===== src/rtl/v_shift_in_4_pkg.sv =====
// v_shift_in_4_pkg: shared state encodings and error counter width
package v_shift_in_4_pkg;
  typedef enum logic [1:0] {
    ST_IDLE = 2'd0,
    ST_DATA = 2'd1,
    ST_PAR  = 2'd2
  } state_e;
  localparam int ERRCNT_W = 8;
endpackage


===== src/rtl/v_shift_in_4_sat_counter.sv =====
// v_sat_counter: saturating up-counter with async active-low clear
module v_sat_counter #(
  parameter int W = 8
) (
  input  logic         clk_i,
  input  logic         rst_ni,
  input  logic         inc_i,
  output logic [W-1:0] cnt_o
);
  logic [W-1:0] cnt_q, cnt_d;
  // Increment only below the all-ones ceiling so the count sticks at max
  always_comb cnt_d = (inc_i && cnt_q != {W{1'b1}}) ? cnt_q + 1'b1 : cnt_q;
  // Count register
  always_ff @(posedge clk_i or negedge rst_ni)
    if (!rst_ni) cnt_q <= '0;
    else         cnt_q <= cnt_d;
  assign cnt_o = cnt_q;
endmodule


===== src/rtl/v_shift_in_4.sv =====
// v_shift_in_4: framed serial-to-parallel loader with parity check and error counting
module v_shift_in_4
  import v_shift_in_4_pkg::*;
#(
  parameter int WIDTH      = 4,
  parameter int MSB_FIRST  = 1,
  parameter int PARITY_EN  = 1,
  parameter int PARITY_ODD = 0
) (
  input  logic                C,
  input  logic                CLRN,
  input  logic                SI,
  input  logic                SE,
  input  logic                SOF,
  output logic [WIDTH-1:0]    D_OUT,
  output logic                CE_OUT,
  output logic                PERR,
  output logic                FERR,
  output logic                BUSY,
  output logic [ERRCNT_W-1:0] ERRCNT
);
  localparam int CW = $clog2(WIDTH + 1);
  state_e           st_q, st_d;
  logic [CW-1:0]    cnt_q, cnt_d, cnt_inc;
  logic [WIDTH-1:0] sh_q, sh_d, sh_first, sh_in, dout_q, dout_d;
  logic             emit, perr, ferr, par_ok;
  logic             ce_q, perr_q, ferr_q, busy_q;
  // SI placed where the first bit must end up after WIDTH shifts; also the new-bit term of a shift
  assign sh_first = (MSB_FIRST != 0) ? WIDTH'(SI) : WIDTH'(SI) << (WIDTH - 1);
  assign sh_in    = ((MSB_FIRST != 0) ? sh_q << 1 : sh_q >> 1) | sh_first;
  assign cnt_inc  = cnt_q + 1'b1;
  assign par_ok   = ((^sh_q) ^ SI) == (PARITY_ODD != 0);
  // Next-state: frame sequencing, shifting, parity decision and event pulses
  always_comb begin
    st_d   = st_q;
    cnt_d  = cnt_q;
    sh_d   = sh_q;
    dout_d = dout_q;
    emit   = 1'b0;
    perr   = 1'b0;
    ferr   = 1'b0;
    if (SE && SOF) begin
      ferr  = (st_q != ST_IDLE);
      sh_d  = sh_first;
      cnt_d = CW'(1);
      if (WIDTH == 1) begin
        if (PARITY_EN != 0) st_d = ST_PAR;
        else begin
          st_d   = ST_IDLE;
          cnt_d  = '0;
          emit   = 1'b1;
          dout_d = sh_first;
        end
      end else st_d = ST_DATA;
    end else if (SE) begin
      case (st_q)
        ST_DATA: begin
          sh_d  = sh_in;
          cnt_d = cnt_inc;
          if (cnt_inc == CW'(WIDTH)) begin
            if (PARITY_EN != 0) st_d = ST_PAR;
            else begin
              st_d   = ST_IDLE;
              cnt_d  = '0;
              emit   = 1'b1;
              dout_d = sh_in;
            end
          end
        end
        ST_PAR: begin
          st_d   = ST_IDLE;
          cnt_d  = '0;
          emit   = par_ok;
          perr   = !par_ok;
          dout_d = par_ok ? sh_q : dout_q;
        end
        default: ;
      endcase
    end
  end
  // State, datapath and registered outputs; async clear discards any partial frame
  always_ff @(posedge C or negedge CLRN)
    if (!CLRN) begin
      st_q   <= ST_IDLE;
      cnt_q  <= '0;
      sh_q   <= '0;
      dout_q <= '0;
      ce_q   <= 1'b0;
      perr_q <= 1'b0;
      ferr_q <= 1'b0;
      busy_q <= 1'b0;
    end else begin
      st_q   <= st_d;
      cnt_q  <= cnt_d;
      sh_q   <= sh_d;
      dout_q <= dout_d;
      ce_q   <= emit;
      perr_q <= perr;
      ferr_q <= ferr;
      busy_q <= (st_d != ST_IDLE);
    end
  v_sat_counter #(.W(ERRCNT_W)) u_errcnt (
    .clk_i (C),
    .rst_ni(CLRN),
    .inc_i (perr | ferr),
    .cnt_o (ERRCNT)
  );
  assign D_OUT  = dout_q;
  assign CE_OUT = ce_q;
  assign PERR   = perr_q;
  assign FERR   = ferr_q;
  assign BUSY   = busy_q;
endmodule


===== config.mk =====
export PLATFORM = sky130hd
export DESIGN_NAME = v_shift_in_4
export DESIGN_NICKNAME = d
export VERILOG_FILES = /design/src/rtl/v_shift_in_4_pkg.sv /design/src/rtl/v_shift_in_4_sat_counter.sv /design/src/rtl/v_shift_in_4.sv
export SDC_FILE = /design/constraint.sdc
export NUM_CORES = 1
export LEC_CHECK = 0
export CAP_MARGIN = 10
export CELL_PAD_IN_SITES_DETAIL_PLACEMENT = 0
export CELL_PAD_IN_SITES_GLOBAL_PLACEMENT = 1
export CORE_ASPECT_RATIO = 1.2
export CORE_MARGIN = 2
export CORE_UTILIZATION = 30
export CTS_CLUSTER_DIAMETER = 30
export DETAILED_ROUTE_END_ITERATION = 16
export HOLD_SLACK_MARGIN = 0.08
export PLACE_DENSITY = 0.71
export SYNTH_ARGS = -nofsm -noshare
export SYNTH_HDL_FRONTEND = slang
export SYNTH_SLANG_ARGS = --single-unit

===== constraint.sdc =====
create_clock -name C -period 2.2 [get_ports C]
set_input_delay 0.66 -clock C [delete_from_list [all_inputs] [get_ports C]]
set_output_delay 0.66 -clock C [all_outputs]
set_load 0.03 [all_outputs]

==> qor.csv <==
stage,metric,value,unit
final_layout,area_growth,27.9,%
global_routing,grt-ovfl-total,0,
synthesis,yosysUniqueCellTypes,34,
sta,hold_viol_final,0,
clocking,clock-sinks,25,
place,io_buffers,20,
routing,drc,0,
synthesis,yosys_warnings,0,
sta,fin_setup_tns,0,ns
place,hpwl,1810,um
global_routing,grt_pass1_vias,906,
synthesis,synth.largest_area_cell,dfrtp_1,
worst_setup_path,r2r_setup_slack,0.31,ns
sta,slew_viol_final,0,
die,dieArea,4800,um2
worst_setup_path,timing.rr.start,sh_q[1],
clocking,postCtsHoldBufs,0,
worst_setup_path,critPathLaunchType,flip-flop,
worst_setup_path,cp_cell_sequence,clkdlybuf4s50_1,
die,io_pins,21,
sta,tightest_slew,0.480,ns
synthesis,synthFlopType,dfrtp_1,
run_status,status,completed,
routing,first_pass_iters,4,
routing,wirelength,2330,um
power_and_ir_drop,power_density,1090,nW/um2
synthesis,syn-num-nets,125,
job,drv_cap,0,
worst_setup_path,worstSetupEndpointType,primary output,
worst_setup_path,crit_fanout,6,
die,coreArea,4160,um2
global_routing,grt_first_pass_wirelength,4050,um
synthesis,yosysMostFrequentCell,dfrtp_1,
worst_setup_path,critical_path.slowest_cell,clkdlybuf4s50_1,
global_routing,grt_util_all_layers,10.7,%
routing,drtIter0Drc,36,
synthesis,yosys-top-cells-area,"dfrtp_1 49%, ha_1 5.9%, xnor2_1 4.8%, mux2_1 3.5%, mux2_2 2.6%",
worst_setup_path,cp_slowest_stage_delay,0.71,ns
clocking,clock_path_buffers,2,
synthesis,synthCells,114,
final_layout,nNetsFinal,154,
synthesis,netlist.area_leader.share,48.9,%
power_and_ir_drop,ir_worst_vdd,0.463,mV
worst_setup_path,r2r_cells,5,
sta,min_period_over_period,94.9,%
min_path,holdPathEnd,D_OUT[2],
min_path,hold_start,D_OUT[2],
clocking,path_clk_slew,0.08,ns
final_layout,fillCellCount,437,
routing,wire_per_inst,11.7,um
synthesis,synth-edff-count,0,
worst_setup_path,worstSetupPathDepth,1,
worst_setup_path,critical_path_arrival,1.43,ns
final_layout,n_antenna_cell,0,
synthesis,synth_common_cells,"25 x dfrtp_1, 8 x inv_1, 8 x nand2_1",
clocking,cts_setup_buffers,0,
global_routing,grt_max_degree,26,
clocking,cts_max_level,1,
worst_setup_path,crit_buf_inv,1,
power_and_ir_drop,power_leakage,0.000710,uW
sta,final.setup.worst_slack,0.112,ns
sta,finalClockSkew,0.00218,ns
clocking,cts_made_buffers,3,
min_path,hold_depth,1,
sta,hold-worst-slack,0.489,ns
global_routing,antenna_found_initial,0,
min_path,hp-class,reg -> reg,
clocking,cts_tree,built,
worst_setup_path,critPathKind,reg -> out,
clocking,cts_root_buffer,clkbuf_8,
sta,max_freq,479,MHz
clocking,cts_resized,0,
routing,vias,918,
worst_setup_path,cp_top_family,buffers and inverters,
synthesis,synth_area_per_cell,11.2,um2
die,die_height,75.5,um
synthesis,yosysSeqAreaShare,48.9,%
final_layout,final_util,39.3,%
synthesis,syn_area,1280,um2
synthesis,ys_ff_latch,25,
synthesis,synthArstFlopShare,100,%
final_layout,drive_gt1_share,16.2,%
worst_setup_path,worstReg2RegEnd,D_OUT[1],
sta,grt_setup_unrepaired,no,
die,num_rows,26,
place,place.gp.congestion,0.784,
sta,min_period,2.09,ns
worst_setup_path,required,1.54,ns
die,die_w,63.6,um
sta,relSlewSlack,68.0,%
sta,finalSetupViolCount,0,
routing,antenna_left,0,
place,pre_cts_ws,-0.123,ns
routing,avgViaCountPerCell,4.64,
die,start_util,30.7,%
clocking,insertion_delay,0.26,ns
layout make-up:
| type | count | area (um2) | share of cell area (%) |
|---|---|---|---|
| clock buffer | 3 | 41.3 | 2.52 |
| clock inverter | 1 | 5.00 | 0.306 |
| inverter | 8 | 30.0 | 1.84 |
| multi-input combinational | 76 | 596 | 36.4 |
| sequential | 25 | 626 | 38.3 |
| tap | 56 | 70.1 | 4.28 |
| timing repair buffer | 29 | 268 | 16.4 |
how the worst max path moves through the flow:
stage,from,endpoint
after global placement,SI,u_errcnt.cnt_o[1]
after floorplan,SOF,u_errcnt.cnt_o[1]
after CTS,u_errcnt.cnt_o[3],ERRCNT[3]
final,u_errcnt.cnt_o[3],ERRCNT[3]
after detailed placement,SI,u_errcnt.cnt_o[1]
after global routing,u_errcnt.cnt_o[3],ERRCNT[3]
state kept, by name, indices dropped and copies added (netlist names):
signal / cells
u_errcnt.cnt_o: 8
FERR: 1
D_OUT: 4
CE_OUT: 1
cnt_q: 3
sh_q: 4
PERR: 1
st_q: 2
BUSY: 1
routing by layer:
metal,track usage [%],up-vias,share of wire (%)
li1,-,455,-
met3,2.22,0,5.0
met2,19.1,23,49
met1,13.0,440,45
met5,0,-,0
met4,3.62,0,0
where the power goes:
group | leakage, uW | switching (uW) | internal, uW
clock | 0.0000255 | 139 | 126
sequential | 0.000325 | 115 | 576
combinational | 0.000359 | 427 | 392
total | 0.000710 | 682 | 1090
layout by cell type, fill, tap and decap left out, types with 4 or more instances in the layout:
master	netlist	final
nand3_1	6	6
o21a_1	4	4
clkdlybuf4s50_1	0	20
dfrtp_1	25	25
mux2_1	4	4
ha_1	6	6
nand2_1	8	8
buf_4	2	9
inv_1	8	8
xnor2_1	7	7
o21ai_0	5	5
nand4_1	4	4
metrics by stage:
step | cells | cell area, um2 | total power (uW)
finish | 198 | 1640 | 1780
global route | 198 | 1640 | 1910
CTS | 198 | 1640 | 1800
detailed placement | 194 | 1590 | 1530
global placement | 194 | 1590 | 1500
floorplan | 114 | 1280 | 1250
cells by family (layout without fill, tap and decap cells):
logic type      count (synthesis)  count (layout)  share of synthesized area [%]
flops                          25              25                           48.9
simple gates                   34              34                           16.8
xor+xnor                        9               9                           7.34
fa+ha+maj                       6               6                           5.87
buf+inv                        13              41                           4.50
mux                             7               7                           6.16
compound gates                 20              20                           10.4
Note: power is estimated with default switching activity, not from simulation.
